==> src/rtl/indication_ser_pkg.sv <==
// Shared types and constants for the indication word serializer.
// Build option: INDICATION_CHECKSUM_EN appends a checksum word to every message.
package indication_ser_pkg;

  localparam int MSG_W    = 80;
  localparam int WORD_W   = 32;
  localparam int LEN_BASE = 2;

`ifdef INDICATION_CHECKSUM_EN
  localparam int LEN_WORDS = LEN_BASE + 1;
`else
  localparam int LEN_WORDS = LEN_BASE;
`endif

  typedef struct packed {
    logic [15:0]       tag;
    logic [WORD_W-1:0] meth;
    logic [WORD_W-1:0] v;
  } msg_t;

  typedef enum logic [2:0] {
    ST_IDLE = 3'd0,
    ST_HDR  = 3'd1,
    ST_METH = 3'd2,
    ST_VAL  = 3'd3,
    ST_CSUM = 3'd4
  } ser_state_t;

  function automatic logic [WORD_W-1:0] csum_word(input logic [WORD_W-1:0] hdr,
                                                   input logic [WORD_W-1:0] meth,
                                                   input logic [WORD_W-1:0] v);
    return hdr ^ meth ^ v;
  endfunction

endpackage

==> src/rtl/indication_fifo.sv <==
// Registered message FIFO; pointers wrap naturally because DEPTH is a power of two.
module indication_fifo
  import indication_ser_pkg::*;
#(
  parameter int  DEPTH = 2,
  parameter type T     = msg_t
) (
  input  logic                   clk,
  input  logic                   rst_n,
  input  logic                   push_i,
  input  logic                   pop_i,
  input  T                       wr_data_i,
  output T                       rd_data_o,
  output logic                   full_o,
  output logic                   empty_o,
  output logic [$clog2(DEPTH):0] count_o
);

  localparam int PW = $clog2(DEPTH);
  localparam int CW = PW + 1;

  T                mem_q [DEPTH];
  logic [PW-1:0]   wr_ptr_q, rd_ptr_q;
  logic [CW-1:0]   count_q, count_d;
  logic            push_ok_s, pop_ok_s;

  assign full_o    = (count_q == CW'(DEPTH));
  assign empty_o   = (count_q == CW'(0));
  assign count_o   = count_q;
  assign rd_data_o = mem_q[rd_ptr_q];
  assign push_ok_s = push_i && !full_o;
  assign pop_ok_s  = pop_i && !empty_o;

  always_comb begin
    count_d = count_q;
    if (push_ok_s && !pop_ok_s) begin
      count_d = count_q + CW'(1);
    end else if (pop_ok_s && !push_ok_s) begin
      count_d = count_q - CW'(1);
    end else begin
      count_d = count_q;
    end
  end

  always_ff @(posedge clk or negedge rst_n) begin
    if (!rst_n) begin
      wr_ptr_q <= '0;
      rd_ptr_q <= '0;
      count_q  <= '0;
      for (int i = 0; i < DEPTH; i++) begin
        mem_q[i] <= '0;
      end
    end else begin
      count_q <= count_d;
      if (push_ok_s) begin
        mem_q[wr_ptr_q] <= wr_data_i;
        wr_ptr_q        <= wr_ptr_q + PW'(1);
      end
      if (pop_ok_s) begin
        rd_ptr_q <= rd_ptr_q + PW'(1);
      end
    end
  end

endmodule

==> src/rtl/indication_word_serializer.sv <==
// Queues indication messages and streams each as header/meth/v[/checksum] words.
// Build options: INDICATION_CHECKSUM_EN (checksum word), INDICATION_ENQ_ASSERT (drop check).
module indication_word_serializer
  import indication_ser_pkg::*;
#(
  parameter int FIFO_DEPTH = 2,
  parameter int TAG_W      = 16
) (
  input  logic              CLK,
  input  logic              nRST,
  input  logic              enq__ENA,
  output logic              enq__RDY,
  input  logic [MSG_W-1:0]  enq_v,
  output logic              out_valid,
  input  logic              out_ready,
  output logic [WORD_W-1:0] out_data,
  output logic              out_last
);

  localparam int CW = $clog2(FIFO_DEPTH) + 1;

  ser_state_t        state_q, state_d;
  msg_t              head_s;
  logic              full_s, empty_s;
  logic [CW-1:0]     count_s;
  logic              rdy_en_q;
  logic              push_s, hs_s, pop_s, more_s;
  logic [WORD_W-1:0] hdr_s;

  // enq__RDY stays low until the first clock after reset release
  assign enq__RDY  = rdy_en_q && !full_s;
  assign push_s    = enq__ENA && enq__RDY;
  assign out_valid = (state_q != ST_IDLE);
  assign hs_s      = out_valid && out_ready;
  assign pop_s     = hs_s && out_last;
  assign more_s    = (count_s > CW'(1)) || push_s;
  assign hdr_s     = WORD_W'({head_s.tag[TAG_W-1:0], 16'(LEN_WORDS)});

  indication_fifo #(
    .DEPTH (FIFO_DEPTH),
    .T     (msg_t)
  ) u_fifo (
    .clk       (CLK),
    .rst_n     (nRST),
    .push_i    (push_s),
    .pop_i     (pop_s),
    .wr_data_i (msg_t'(enq_v)),
    .rd_data_o (head_s),
    .full_o    (full_s),
    .empty_o   (empty_s),
    .count_o   (count_s)
  );

  always_ff @(posedge CLK or negedge nRST) begin
    if (!nRST) begin
      state_q  <= ST_IDLE;
      rdy_en_q <= 1'b0;
    end else begin
      state_q  <= state_d;
      rdy_en_q <= 1'b1;
    end
  end

  always_comb begin
    state_d  = state_q;
    out_data = '0;
    out_last = 1'b0;
    case (state_q)
      ST_IDLE: begin
        if (!empty_s || push_s) state_d = ST_HDR;
        else                    state_d = ST_IDLE;
      end
      ST_HDR: begin
        out_data = hdr_s;
        if (hs_s) state_d = ST_METH;
        else      state_d = ST_HDR;
      end
      ST_METH: begin
        out_data = head_s.meth;
        if (hs_s) state_d = ST_VAL;
        else      state_d = ST_METH;
      end
`ifdef INDICATION_CHECKSUM_EN
      ST_VAL: begin
        out_data = head_s.v;
        if (hs_s) state_d = ST_CSUM;
        else      state_d = ST_VAL;
      end
      ST_CSUM: begin
        out_data = csum_word(hdr_s, head_s.meth, head_s.v);
        out_last = 1'b1;
        if (hs_s) state_d = more_s ? ST_HDR : ST_IDLE;
        else      state_d = ST_CSUM;
      end
`else
      ST_VAL: begin
        out_data = head_s.v;
        out_last = 1'b1;
        if (hs_s) state_d = more_s ? ST_HDR : ST_IDLE;
        else      state_d = ST_VAL;
      end
`endif
      default: begin
        state_d = ST_IDLE;
      end
    endcase
  end

`ifdef INDICATION_ENQ_ASSERT
  // An enqueue offered while full is dropped by design; flag it for integration runs
  always_ff @(posedge CLK) begin
    if (nRST) begin
      assert (!(enq__ENA && !enq__RDY))
        else $error("enq__ENA asserted while enq__RDY low: message dropped");
    end
  end
`endif

endmodule

==> config.mk <==
export PLATFORM = sky130hd
export DESIGN_NAME = indication_word_serializer
export DESIGN_NICKNAME = d
export VERILOG_FILES = /design/src/rtl/indication_ser_pkg.sv /design/src/rtl/indication_fifo.sv /design/src/rtl/indication_word_serializer.sv
export SDC_FILE = /design/constraint.sdc
export NUM_CORES = 1
export LEC_CHECK = 0
export CORE_MARGIN = 8
export CORE_UTILIZATION = 60
export CTS_BUF_LIST = sky130_fd_sc_hd__clkbuf_4 sky130_fd_sc_hd__clkbuf_8
export CTS_CLUSTER_SIZE = 16
export DETAILED_ROUTE_END_ITERATION = 6
export DONT_BUFFER_PORTS = 1
export PLACE_DENSITY = 0.79
export SETUP_SLACK_MARGIN = 0.3
export SYNTH_ARGS = -nofsm -noshare
export SYNTH_HDL_FRONTEND = slang
export SYNTH_HIERARCHICAL = 1
export SYNTH_SLANG_ARGS = --single-unit
==> constraint.sdc <==
create_clock -name CLK -period 1.88 [get_ports CLK]
set_clock_uncertainty 0.2 [all_clocks]
set_input_delay 0.188 -clock CLK [delete_from_list [all_inputs] [get_ports CLK]]
set_output_delay 0.188 -clock CLK [all_outputs]
set_load 0.01 [all_outputs]
==> metrics, run 1 <==
crit end category output pin; Achievable Freq 403.8 MHz; max-capacitance violation count 0; CP arrival ~2.1 ns; Critical path origin u_fifo/rd_ptr_q; CTS tree done; final worst slack -0.5963 ns; number of synthesis warnings 6; WL/cell between 20 and 30 µm; gpl congestion 0.7777; remaining antenna violation count 0; Slew Limit Fails 0; CP startpoint kind flop; Final Cell Area 11,380 µm²; reg2reg setup slack -0.31 ns; reg-to-reg endpoint u_fifo/mem_q[71]; Post-synth EDFFs 0; Yosys cell types 34; total of fill cells in the finished design 683; status finished, violations left; H-tree Lvls 4; Layout Nets 771; synthesized net count 622; Worst VDD drop 1004 µV; cell with the most instances after synthesis dfrtp_1; Remaining DRCs 0; post-DP HPWL 11,140 µm; failing checks hold timing, setup timing; DRT Wirelength 23,560 µm; Fin. Hold Viols roughly 170; Max Root-Sink Buffers 2; CP max stage delay 0.46 ns; Clk Latency, worst-skew pair 0.47 ns; Overall Global Routing Usage 25.27%; Root Driver clkbuf_8; Leak Pwr 5.122 nW; synthesized area 8399 µm²; hold-fix buffers at CTS 81; detailed router's first-iteration violation count ~240; die area 18,040 µm²; Syn Area/Cell 15.64 µm²; Die W between 100 and 150 µm; placement row count 43; # setup viols final between 150 and 200; sequential cell area 4185 µm²; first-pass GRT wire length between 30,000 and 40,000 µm; Starting Density 60.98%; vias 5,171; Worst EP required roughly 1.5 ns; area of the multi-input gates around 4200 µm²; CP Max Fanout 26; Boundary Pins 119; R2R depth 9; largest net degree at the start of global routing about 170; TritonCTS buffer count 17; clk sinks about 170; slowest CP cell dfrtp_4; Area growth syn-to-layout 35.48%; CP delay by family, top multiplexers; main flop type after synthesis dfrtp_1; crit path cell chain buf_12, mux2_2, mux2_4, a22o_1; Port Buf Inserts 0; unrepaired setup endpoints after global routing true; share of the synthesized area in the top cell type 49.75%; initial antenna violation count 1; total grt overflow 0; Final Cycle Share 131.7%; Gate Count Post-Synth between 500 and 600; fraction of registers with async set/reset 100.0%; Hold Path Class in2async; Worst-path clk slew 0.09 ns; register area share after synthesis 49.75%; Cell Area, Placed 8657 µm²; area leader, netlist dfrtp_1; Die Span Y 134.3 µm; Bufs and invs on worst path 1; Core Box Area 13,770 µm²; Tmin final 2.476 ns; post-synthesis register bit count 167; Commonest cells post-synth dfrtp_1 (167), mux2_2 (144), mux2_4 (95), mux2_1 (17), nor2b_1 (17); DR vias/cell 5.876; hold slack final -0.8009 ns; Power Density ~1800 nW/µm²; critical path type reg2out; Pre-Repair DR Iteration Count 4; worst reg2reg path startpoint u_fifo/count_o[0]; top cells by area, synth dfrtp_1 (50%), mux2_2 (19%), mux2_4 (17%); share of post-route cells with drive strength above 1 56.94%; via count of the first global-routing pass roughly 5,800
[worst reg2reg max path: cells and delay by family (launching register included)]
kind | cells | cell delay, ns
buffers and inverters | 6 | 0.81
multiplexers | 1 | 0.30
AND/OR/NAND/NOR | 2 | 0.36
flip-flops | 1 | 0.40
[routing by layer]
| layer | share of wire [%] | routed length [µm] | GRT usage [%] | up-vias |
|---|---|---|---|---|
| li1 | - | - | - | 2234 |
| met1 | 40 | 9431 | 29.64 | 2753 |
| met2 | 53 | 12400 | 43.21 | 142 |
| met3 | 4.5 | 1070 | 6.507 | 42 |
| met4 | 2.8 | 657 | 10.36 | 0 |
| met5 | 0 | 0 | 0 | - |
[timing repair]
item	CTS	global route
endpoints found under the hold margin	330	167
endpoints found under the setup margin	198	199
pin swaps	6	3
cloned	19	1
gates resized for setup	104	46
buffers inserted	25	11
[logic make-up after synthesis]
kind of cell / Yosys count / synth area share (%)
compound gates: 20 / 1.936
xor+xnor: 6 / 0.6258
fa+ha+maj: 1 / 0.1489
buf+inv: 39 / 4.424
flops: 167 / 49.75
mux: 271 / 40.35
other cells: 1 / 0.04465
simple gates: 32 / 2.711
[metrics by stage]
step	util, %	setup TNS, ns	setup WS, ns	total power [mW]	cells
2_1_floorplan	-	-11.75	-0.1098	13.00	537
3_3_place_gp	62.85	-6.255	-0.08163	14.21	710
3_5_place_dp	62.85	-14.95	-0.1499	14.58	710
4_1_cts	80.20	-46.62	-0.5756	19.02	867
5_1_grt	82.62	-65.61	-0.6509	20.99	880
6_report	82.62	-55.51	-0.5963	20.14	880
[worst max-delay path by stage]
| stage | to | cells past startpoint |
|---|---|---|
| detailed placement | u_fifo/mem_q[82] | 7 |
| floorplan | u_fifo/mem_q[100] | 7 |
| finish | out_data[22] | 4 |
| global placement | u_fifo/mem_q[147] | 7 |
| global route | out_data[8] | 6 |
| CTS | out_data[25] | 4 |
[power by group]
| group | switching (mW) | internal [mW] | total, mW | leakage (nW) |
|---|---|---|---|---|
| registers | 1.22 | 5.43 | 6.66 | 1.99 |
| logic | 4.04 | 6.75 | 10.8 | 2.92 |
| clock network | 1.42 | 1.29 | 2.70 | 0.208 |
| total | 6.68 | 13.5 | 20.1 | 5.12 |
[cell usage in the layout, fill, tap and decap left out, types with 3 or more instances in the layout]
master	Yosys	final
buf_8	1	7
nor2b_1	17	12
buf_4	10	15
mux2_4	95	176
mux2i_1	15	12
buf_12	8	27
xnor2_1	3	3
inv_6	0	5
a22o_1	16	15
dfrtp_1	167	164
xor2_1	3	3
mux2_2	144	80
mux2i_2	0	3
dlygate4sd3_1	0	81
clkbuf_8	0	19
buf_16	0	20
nor2b_2	0	4
buf_6	4	16
[final cells by class]
type,count,area share (%)
Clock inverter,12,1.220
Tap cell,180,1.979
Inverter,2,0.08796
Timing Repair Buffer,167,20.43
Multi-Input combinational cell,331,37.12
Sequential cell,167,36.78
Antenna cell,1,0.02199
Clock buffer,20,2.364
[flip-flops by register name (all words and copies together), names as in the netlist]
signal,flops
u_fifo/mem_q,160
state_q,2
u_fifo/count_o,2
rdy_en_q,1
u_fifo/rd_ptr_q,1
u_fifo/wr_ptr_q,1
Power figures use the tool's default switching activity.
==> run 2: changes to the inputs <==
--- a/config.mk
+++ b/config.mk
@@ -14,4 +14,5 @@
 export PLACE_DENSITY = 0.79
 export SETUP_SLACK_MARGIN = 0.3
+export SLEW_MARGIN = 30
 export SYNTH_ARGS = -nofsm -noshare
 export SYNTH_HDL_FRONTEND = slang
==> constraint.sdc (replaced) <==
create_clock -name CLK -period 1.88 [get_ports CLK]
set_clock_uncertainty 0.2 [all_clocks]
set_input_delay 0.282 -clock CLK [delete_from_list [all_inputs] [get_ports CLK]]
set_output_delay 0.282 -clock CLK [all_outputs]
set_load 0.01 [all_outputs]
==> metrics, run 2 (same netlist as run 1, synthesis figures left out) <==
CTS tree done; final worst slack -0.6299 ns (-0.03369 ns); die area 18,040 µm² (unchanged); # setup viols final 194 (+0.52%); Worst-path clk slew 0.08 ns (about the same); DRT Wirelength 22,790 µm (-3.3%); Leak Pwr 5.250 nW (+2.5%); clk sinks 167 (unchanged); Hold Path Class in2async; R2R depth 9 (unchanged); Tot Pwr 20.85 mW (+3.5%); WL/cell 25.86 µm (-3.4%); Final Cycle Share 133.5% (+1.8 points); detailed router's first-iteration violation count 284 (+19%); Overall Global Routing Usage 25.23% (-0.042 points); placement row count 43 (unchanged); unrepaired setup endpoints after global routing true; via count of the first global-routing pass 5,962 (+2.5%); reg2reg setup slack -0.31 ns (about the same); H-tree Lvls 4 (unchanged); commonest non-fill, non-tap cell in the layout mux2_4; worst reg2reg path startpoint u_fifo/count_o[1]; first-pass GRT wire length 34,870 µm (+1.1%); Power Density 1806 nW/µm² (+2.0%); share of post-route cells with drive strength above 1 57.71% (+0.78 points); remaining antenna violation count 0 (unchanged); gpl congestion 0.7622 (-2.0%); Slew Limit Fails 0 (unchanged); total negative slack -53.51 ns (+2.008 ns); Port Buf Inserts 0 (unchanged); hold slack final -0.6938 ns (+0.1072 ns); failing checks hold timing, setup timing; final core utilization 83.81% (+1.2 points); Tmin final 2.510 ns (+0.03369 ns); Core Box Area 13,770 µm² (unchanged); CP arrival 2.03 ns (-0.06 ns); most frequent cells in the layout mux2_4 (194), dfrtp_1 (164), dlygate4sd3_1 (81); vias 5,108 (-1.2%); Die W 134.3 µm (unchanged); Worst EP required 1.40 ns (-0.09 ns); CP Max Fanout 13 (-50%); critical path type reg2out; Die Span Y 134.3 µm (unchanged); Starting Density 60.98% (unchanged); crit end category output pin; max reg flops 160 (unchanged); hold-fix buffers at CTS 81 (unchanged); Boundary Pins 119 (unchanged); Fin. Hold Viols 167 (unchanged); Clk Latency, worst-skew pair 0.47 ns (about the same); largest net degree at the start of global routing 168 (unchanged); Max Root-Sink Buffers 2 (unchanged); TritonCTS buffer count 17 (unchanged); DR vias/cell 5.798 (-1.3%); Area growth syn-to-layout 37.44%; pre-CTS WS -0.1500 ns (-0.00008500 ns); total grt overflow 0 (unchanged); initial antenna violation count 1 (unchanged); Achievable Freq 398.4 MHz (-1.3%); Pre-Repair DR Iteration Count 4 (unchanged); CP startpoint kind flop; most flop-heavy register u_fifo/mem_q; reg-to-reg endpoint u_fifo/mem_q[82]; max-capacitance violation count 0 (unchanged); Layout Nets 772 (+0.13%); post-DP HPWL 11,690 µm (+5.0%); Remaining DRCs 0 (unchanged); Root Driver clkbuf_8; status finished, violations left; Worst VDD drop 1191 µV (+19%)
-- run 2: cell types whose count changed in the layout (fill, tap and decap cells not counted), sizes merged --
cell,delta
clkinvlp,+1
inv,-5
clkinv,-4
bufinv,+2
clkbuf,+6
buf,+1
-- run 2: worst max-delay path by stage --
stage,endpoint,start,slack [ns]
after global routing,out_data[26],u_fifo/rd_ptr_q,-0.69
after detailed placement,u_fifo/mem_q[132],u_fifo/count_o[1],-0.15
after floorplan,u_fifo/mem_q[100],u_fifo/count_o[0],-0.11
after CTS,out_data[27],u_fifo/rd_ptr_q,-0.63
after global placement,u_fifo/mem_q[102],u_fifo/count_o[1],-0.10
final,out_data[26],u_fifo/rd_ptr_q,-0.63
-- run 2: final cells by class --
type	count	area (µm²)
multi-input combinational	331	4345
sequential	167	4185
timing repair buffer	168	2301
fill	664	2230
clock buffer	26	339.1
tap	180	225.2
clock inverter	6	135.1
inverter	2	10.01
antenna	1	2.502
-- run 2: layer usage --
metal	GRT usage [%]	part of all wire (%)	wire length, µm	up-vias
met5	0	0	0	-
met3	7.105	4.6	1038	36
met2	42.96	52	11920	130
met1	29.66	41	9266	2704
met4	9.545	2.5	562	0
li1	-	-	-	2238
-- run 2: power by group --
group	internal [mW]	total, mW	switching [mW]	leakage, nW
logic	7.06	11.1	4.08	3.02
registers	5.44	6.71	1.27	1.99
clock network	1.71	3.00	1.29	0.236
-- run 2: critical path: stages, from the launching register on --
cell and delay, ns:
dfrtp_4 0.51, buf_12 0.16, mux2_2 0.35, mux2_4 0.28, a22o_1 0.24
-- run 2: timing repair --
item                                    4_1_cts  5_1_grt
resized for setup                           141       20
endpoints found under the hold margin       329      167
setup buffers                                27        9
pin swaps                                     6        1
endpoints found under the setup margin      198      200
cloned                                       16        1
-- run 2: metrics by stage --
stage                     cell area, µm²  instances
final                              11540        881
after global routing               11540        881
after CTS                          11350        870
after detailed placement            8787        714
after global placement              8787        714
after floorplan                     8586        537
